$ cat src/rtl/vend_pkg.sv
`default_nettype none
// +------------------------------------------------------------------------+
// | Package  : vend_pkg                                                    |
// | Purpose  : Shared types and constants for the vend result sequencer:   |
// |            FSM state encoding, default parameters, audit width and a   |
// |            saturating-increment helper.                                |
// | Revision : 1.0  initial release                                        |
// +------------------------------------------------------------------------+
package vend_pkg;

  // Sequencer states; 3-bit encoding covers the five states
  typedef enum logic [2:0] {
    IDLE = 3'd0,
    DISP = 3'd1,
    COIN = 3'd2,
    GAP  = 3'd3,
    DONE = 3'd4
  } vend_state_t;

  localparam int N_CH_DEF      = 3;
  localparam int CHG_W_DEF     = 2;
  localparam int PULSE_CYC_DEF = 4;

  // Width of the optional audit counters
  localparam int AUDIT_W = 16;

  // Increment that sticks at all-ones instead of wrapping
  function automatic logic [AUDIT_W-1:0] sat_inc(input logic [AUDIT_W-1:0] v);
    return (v == {AUDIT_W{1'b1}}) ? v : v + 1'b1;
  endfunction

endpackage
`default_nettype wire

$ cat src/rtl/vend_result_seq_if.sv
`default_nettype none
// +------------------------------------------------------------------------+
// | Interface: vend_result_seq_if                                          |
// | Purpose  : Request/acknowledge bundle between the per-price FSMs       |
// |            (master) and the result sequencer (slave).                  |
// | Revision : 1.0  initial release                                        |
// +------------------------------------------------------------------------+
interface vend_result_seq_if
  import vend_pkg::*;
#(
  parameter int N_CH  = N_CH_DEF,
  parameter int CHG_W = CHG_W_DEF
);

  logic [N_CH-1:0]       req_vld;
  logic [N_CH-1:0]       req_prod;
  logic [N_CH*CHG_W-1:0] req_chg;
  logic [N_CH-1:0]       req_ack;

  // Price FSM side: raises a finished transaction, waits for the ack
  modport master (
    output req_vld,
    output req_prod,
    output req_chg,
    input  req_ack
  );

  // Sequencer side: consumes transactions and returns the ack pulse
  modport slave (
    input  req_vld,
    input  req_prod,
    input  req_chg,
    output req_ack
  );

endinterface
`default_nettype wire

$ cat src/rtl/vend_rr_arb.sv
`default_nettype none
// +------------------------------------------------------------------------+
// | Module   : vend_rr_arb                                                 |
// | Purpose  : Combinational round-robin pick. Scans req_vld starting at   |
// |            ptr, wrapping N_CH-1 -> 0; returns one-hot grant, binary    |
// |            index of the winner and an any-request flag.                |
// | Revision : 1.0  initial release                                        |
// +------------------------------------------------------------------------+
module vend_rr_arb #(
  parameter int N_CH  = 3,
  parameter int IDX_W = 2
) (
  input  logic [N_CH-1:0]  req_vld,
  input  logic [IDX_W-1:0] ptr,
  output logic [N_CH-1:0]  grant,
  output logic [IDX_W-1:0] grant_idx,
  output logic             any_vld
);

  logic             w_found;
  logic [IDX_W-1:0] w_pos;

  // Channel index at offset 'off' from 'base', wrapped into 0..N_CH-1
  function automatic logic [IDX_W-1:0] wrap_add(input logic [IDX_W-1:0] base, input int off);
    int s;
    s = int'(base) + off;
    if (s >= N_CH) s = s - N_CH;
    return IDX_W'(s);
  endfunction

  assign any_vld = |req_vld;

  // First requesting channel at or after the pointer wins
  always_comb begin
    grant     = '0;
    grant_idx = '0;
    w_found   = 1'b0;
    w_pos     = '0;
    for (int i = 0; i < N_CH; i++) begin
      w_pos = wrap_add(ptr, i);
      if (!w_found && req_vld[w_pos]) begin
        w_found       = 1'b1;
        grant[w_pos]  = 1'b1;
        grant_idx     = w_pos;
      end
    end
  end

endmodule
`default_nettype wire

$ cat src/rtl/vend_result_seq.sv
`default_nettype none
// +------------------------------------------------------------------------+
// | Module   : vend_result_seq                                             |
// | Purpose  : Round-robin merge of finished vend transactions from N_CH   |
// |            price FSMs. Emits one product pulse (z) then one change     |
// |            pulse (c) per coin, each PULSE_CYC wide with PULSE_CYC      |
// |            gaps, and a one-cycle ack to the served channel.            |
// |            Optional: define VEND_AUDIT_EN to add saturating 16-bit     |
// |            vend_cnt / coin_cnt outputs.                                |
// | Revision : 1.0  initial release                                        |
// +------------------------------------------------------------------------+
module vend_result_seq
  import vend_pkg::*;
#(
  parameter int N_CH      = N_CH_DEF,
  parameter int CHG_W     = CHG_W_DEF,
  parameter int PULSE_CYC = PULSE_CYC_DEF
) (
  input  logic                clk,
  input  logic                rst_n,
  vend_result_seq_if.slave    req,
  output logic                z,
  output logic                c,
  output logic                busy
`ifdef VEND_AUDIT_EN
  ,
  output logic [AUDIT_W-1:0]  vend_cnt,
  output logic [AUDIT_W-1:0]  coin_cnt
`endif
);

  localparam int IDX_W = (N_CH > 1) ? $clog2(N_CH) : 1;
  localparam int PH_W  = $clog2(PULSE_CYC + 1);
  // Phase counter counts down to zero, so a load of PULSE_CYC-1 gives PULSE_CYC cycles
  localparam logic [PH_W-1:0]  C_PH_LOAD = PH_W'(PULSE_CYC - 1);
  localparam logic [IDX_W-1:0] C_IDX_MAX = IDX_W'(N_CH - 1);

  vend_state_t       r_state, w_state_nxt;
  logic [IDX_W-1:0]  r_ptr, w_ptr_nxt;
  logic [CHG_W-1:0]  r_cnt, w_cnt_nxt;
  logic [PH_W-1:0]   r_phase, w_phase_nxt;
  logic [N_CH-1:0]   r_ack, w_ack_nxt;
  logic              r_z, r_c, r_busy;

  logic [N_CH-1:0]   w_grant;
  logic [IDX_W-1:0]  w_gidx;
  logic              w_any;
  logic              w_win_prod;
  logic [CHG_W-1:0]  w_win_chg;

  vend_rr_arb #(
    .N_CH  (N_CH),
    .IDX_W (IDX_W)
  ) u_arb (
    .req_vld   (req.req_vld),
    .ptr       (r_ptr),
    .grant     (w_grant),
    .grant_idx (w_gidx),
    .any_vld   (w_any)
  );

  assign w_win_prod = req.req_prod[w_gidx];
  assign w_win_chg  = req.req_chg[w_gidx*CHG_W +: CHG_W];

  // Next-state, pointer, coin count and phase; arbitration only happens in IDLE
  always_comb begin
    w_state_nxt = r_state;
    w_ptr_nxt   = r_ptr;
    w_cnt_nxt   = r_cnt;
    w_phase_nxt = r_phase;
    w_ack_nxt   = '0;
    case (r_state)
      IDLE: begin
        if (w_any) begin
          w_ack_nxt   = w_grant;
          w_ptr_nxt   = (w_gidx == C_IDX_MAX) ? '0 : w_gidx + 1'b1;
          w_cnt_nxt   = w_win_chg;
          w_phase_nxt = C_PH_LOAD;
          if (w_win_prod)
            w_state_nxt = DISP;
          else if (w_win_chg != '0)
            w_state_nxt = COIN;
          else
            w_state_nxt = DONE;
        end
      end
      DISP: begin
        if (r_phase == '0) begin
          w_state_nxt = GAP;
          w_phase_nxt = C_PH_LOAD;
        end else begin
          w_phase_nxt = r_phase - 1'b1;
        end
      end
      COIN: begin
        if (r_phase == '0) begin
          w_state_nxt = GAP;
          w_phase_nxt = C_PH_LOAD;
          w_cnt_nxt   = r_cnt - 1'b1;
        end else begin
          w_phase_nxt = r_phase - 1'b1;
        end
      end
      GAP: begin
        if (r_phase == '0) begin
          w_phase_nxt = C_PH_LOAD;
          w_state_nxt = (r_cnt != '0) ? COIN : DONE;
        end else begin
          w_phase_nxt = r_phase - 1'b1;
        end
      end
      DONE: begin
        w_state_nxt = IDLE;
      end
      default: begin
        w_state_nxt = IDLE;
      end
    endcase
  end

  // State register; outputs are registered from the next state so pulses line up with ack
  always_ff @(posedge clk or negedge rst_n) begin
    if (!rst_n) begin
      r_state <= IDLE;
      r_ptr   <= '0;
      r_cnt   <= '0;
      r_phase <= '0;
      r_ack   <= '0;
      r_z     <= 1'b0;
      r_c     <= 1'b0;
      r_busy  <= 1'b0;
    end else begin
      r_state <= w_state_nxt;
      r_ptr   <= w_ptr_nxt;
      r_cnt   <= w_cnt_nxt;
      r_phase <= w_phase_nxt;
      r_ack   <= w_ack_nxt;
      r_z     <= (w_state_nxt == DISP);
      r_c     <= (w_state_nxt == COIN);
      r_busy  <= (w_state_nxt != IDLE);
    end
  end

  assign z           = r_z;
  assign c           = r_c;
  assign busy        = r_busy;
  assign req.req_ack = r_ack;

`ifdef VEND_AUDIT_EN
  logic [AUDIT_W-1:0] r_vend_cnt, r_coin_cnt;

  // Count entries into DISP and COIN, sticking at full scale
  always_ff @(posedge clk or negedge rst_n) begin
    if (!rst_n) begin
      r_vend_cnt <= '0;
      r_coin_cnt <= '0;
    end else begin
      if (w_state_nxt == DISP && r_state != DISP)
        r_vend_cnt <= sat_inc(r_vend_cnt);
      if (w_state_nxt == COIN && r_state != COIN)
        r_coin_cnt <= sat_inc(r_coin_cnt);
    end
  end

  assign vend_cnt = r_vend_cnt;
  assign coin_cnt = r_coin_cnt;
`endif

endmodule
`default_nettype wire

$ cat src/flat_wrapper.sv
// flat-port wrapper written by rule: the top's interface ports become plain ports
module vend_result_seq_flat import vend_pkg::*;
#(
  parameter int N_CH      = N_CH_DEF,
  parameter int CHG_W     = CHG_W_DEF,
  parameter int PULSE_CYC = PULSE_CYC_DEF
)
  (clk, rst_n, z, c, busy, req_req_vld, req_req_prod, req_req_chg, req_req_ack);
  vend_result_seq_if #(.N_CH(N_CH), .CHG_W(CHG_W)) req_i ();
  input  logic clk;
  input  logic rst_n;
  output logic z;
  output logic c;
  output logic busy;
  input wire logic [$bits(req_i.req_vld)-1:0] req_req_vld;
  input wire logic [$bits(req_i.req_prod)-1:0] req_req_prod;
  input wire logic [$bits(req_i.req_chg)-1:0] req_req_chg;
  output wire logic [$bits(req_i.req_ack)-1:0] req_req_ack;
  assign req_i.req_vld = req_req_vld;
  assign req_i.req_prod = req_req_prod;
  assign req_i.req_chg = req_req_chg;
  assign req_req_ack = req_i.req_ack;
  vend_result_seq #(.N_CH(N_CH), .CHG_W(CHG_W), .PULSE_CYC(PULSE_CYC)) u_core (.clk(clk), .rst_n(rst_n), .req(req_i), .z(z), .c(c), .busy(busy));
endmodule
$ cat config.mk
export PLATFORM = sky130hd
export DESIGN_NAME = vend_result_seq_flat
export DESIGN_NICKNAME = d
export VERILOG_FILES = /design/src/rtl/vend_pkg.sv /design/src/rtl/vend_result_seq_if.sv /design/src/rtl/vend_rr_arb.sv /design/src/rtl/vend_result_seq.sv /design/src/flat_wrapper.sv
export SDC_FILE = /design/constraint.sdc
export NUM_CORES = 1
export LEC_CHECK = 0
export ABC_AREA = 0
export CAP_MARGIN = 15
export CORE_UTILIZATION = 46
export CTS_CLUSTER_SIZE = 40
export DETAILED_ROUTE_END_ITERATION = 10
export GPL_ROUTABILITY_DRIVEN = 1
export PLACE_DENSITY = 0.73
export SYNTH_ARGS = -nofsm -noshare
export SYNTH_HDL_FRONTEND = slang
export SYNTH_SLANG_ARGS = --single-unit
$ cat constraint.sdc
create_clock -name clk -period 2.2 [get_ports clk]
set_input_delay 0.66 -clock clk [delete_from_list [all_inputs] [get_ports clk]]
set_output_delay 0.66 -clock clk [all_outputs]
set_load 0.01 [all_outputs]
==> metrics <==
outcome finished with violations; failing checks negative setup slack; Sequential Power Share 0.182; Pleak 0.798 nW; vias per cell 5.72; die area 2840 µm²; Synth Area in Simple Gates 0.204; Clk pwr share 0.069; FMAX 417 MHz; synthesized area 1210 µm²; RSZ-0062 raised after global routing yes; Post-route DRC 0; Setup Skew 2.12 ps; Adder-Cell Fraction of Synth Area 0.0723; hold path cells 1; boundary pin count 20; non-filler cells in the finished layout 207; reg-to-reg endpoint u_core.z; count of pins over their slew limit 0; Comb pwr share 0.749; Horiz. Die Dim 53.3 µm; CTS tree yes; final setup fails 8; largest net degree at the start of global routing 17; final net count 199; WL/cell 16.2 µm; worst r2r src u_core.r_ptr[1]; Power Density 1520 nW/µm²; Worst Hold Path EP u_core.r_phase[2]; CTS max path bufs 2; switching part of the total 0.423; sequential area share after synthesis 0.331; flops & latches, synth 16; GR Util All Layers 0.239; CTS Buf Count 3; overall power 2.80 mW; Crit. End Element register; FF-to-FF setup slack -200 ps; FFs w/ async S/R, synth 1.00; Core Region 2480 µm²; max cap viols 0; register area 403 µm²; CP Max Fanout 4; worst path arrival time 2580 ps; Worst VDD drop 0.00106 V; Synth area leaders dfrtp_1 33%, ha_1 7.2%, mux2i_1 5.0%, nor2_1 3.4%, nand2_1 3.1%; CP Class register to register; GR Overflow Total 0; initial antenna violation count 0; Compound-Gate Fraction of Synth Area 0.249; commonest non-fill, non-tap cells in the layout 24 x buf_4, 16 x clkdlybuf4s50_1, 14 x dfrtp_1, 11 x nor2_1, 10 x nand2_1; mux cell area share after synthesis 0.0930; post-synthesis cell count 128; drt pass-1 iters 4; Initial Util 0.489; # rows 18; Root Driver clkbuf_4; post-synthesis xor/xnor area fraction 0.00723; area of the multi-input gates 906 µm²; crit start category register; Post-synth top flop dfrtp_1; Inst Count DP 197; hold_sp u_core.r_phase[2]; final hold viol count 0; Avg Cell Area, Syn 9.46 µm²; switching pwr 1.18 mW; Die Ht 53.3 µm; Cell variety after synth 45; Initial DRC Count 12; Reg2Reg Depth 9; vias in the first global route 1138; Diodes inserted 0; Pint 1.62 mW; Period Utilization, post-route 1.09; CTS Sinks 16; gpl congestion 0.863; dpl hpwl 2290 µm; Worst Max-Slew Pin Slew 420 ps; via count 1184; Hold-fix buffers, CTS 0; Mapped Nets 149; final wirelength 3350 µm; worst path setup slack after routing -200 ps; DRT antenna net count 0; worst-skew pair later-pin latency 280 ps; worst min-delay path class register to register; Tmin final 2400 ps; synth warn 0; htree depth 1; normalized max-slew margin 0.718; Clock transition at path regs 90 ps; area leader, netlist dfrtp_1; EDFF count, synth 0; Yosys top cell area share 0.331; most common cell after layout, fill and taps aside buf_4; area grow syn2layout 51.9%; number of I/O port buffers 19; largest family of logic cells by synthesized area compound AO/OA/AOI/OAI gates; share of cells above drive strength 1 0.367; first-pass GRT wire length 4810 µm; Req. time, crit path 2380 ps; filler cell count 175
[final cells by class]
cell class	count	share of cell area
tap	30	0.0204
sequential	16	0.219
multi-input combinational	100	0.493
clock buffer	4	0.0197
timing repair buffer	48	0.230
inverter	9	0.0184
[power groups by stage]
| stage | logic [mW] | registers (mW) | clock network (mW) |
|---|---|---|---|
| after global routing | 2.26 | 0.527 | 0.219 |
| after floorplan | 1.12 | 0.498 | 0 |
| after CTS | 1.90 | 0.514 | 0.199 |
| final | 2.10 | 0.510 | 0.192 |
| after detailed placement | 1.65 | 0.505 | 0 |
| after global placement | 1.60 | 0.497 | 0 |
[per-stage QoR]
stage	hold WS (ps)	cell area (µm²)	TNS, ps	worst slack [ps]	util
final	533	1840	-876	-200	0.742
after detailed placement	530	1600	-4710	-539	0.646
after floorplan	364	1230	-150	-66.7	-
after global routing	565	1840	-1800	-300	0.742
after CTS	543	1750	-341	-94.1	0.707
after global placement	485	1600	-3980	-485	0.646
[repair_timing]
item	in CTS	in global routing
buffers inserted	5	1
resized for setup	20	15
pin swaps	7	14
endpoints found under the setup margin	7	8
[cells by family after synthesis]
logic type               after synthesis
AND/OR/NAND/NOR                       47
AO/OA/AOI/OAI                         35
flip-flops                            16
buffers and inverters                 12
multiplexers                          10
adder cells (fa/ha/maj)                7
XOR/XNOR                               1
[worst max-delay path, cell delays in order, from the launching register on]
cell	delay, ps
dfrtp_2	460
buf_4	160
ha_4	160
nand3b_1	190
a21o_1	240
or3_4	420
a32oi_2	210
mux2_4	210
o22ai_4	80
and2_1	170
[routing by layer]
metal  vias up  global-route usage  share of wire
met2        31               0.448           0.54
met3        14              0.0201          0.025
met1       578               0.252           0.39
li1        561                   -              -
met5         -                   0              0
met4         0               0.145          0.049
[sequential cells by signal, indices dropped and copies added (netlist names)]
signal / cells
u_core.c: 1
u_core.req.req_ack: 3
u_core.r_ptr: 2
u_core.r_cnt: 2
u_core.busy: 1
u_core.z: 1
u_core.r_state: 3
u_core.r_phase: 3
[worst max-delay path by stage]
stage	startpoint	to	slack [ps]
floorplan	u_core.r_ptr[0]	u_core.z	-70
global placement	req_req_vld[1]	u_core.z	-490
detailed placement	req_req_vld[1]	u_core.z	-540
CTS	u_core.r_ptr[0]	u_core.z	-90
global route	u_core.r_ptr[1]	u_core.c	-300
finish	u_core.r_ptr[1]	u_core.z	-200
[cell usage after synthesis, drive strengths merged, types with 3 or more instances]
master  count
inv         9
nor2b       5
a21oi       7
nor2       11
nand3b      3
dfrtp      16
nor3        6
o21ai       6
o31ai       3
nand2b      5
mux2        4
mux2i       6
ha          7
nand2      10
Power figures use the tool's default switching activity.
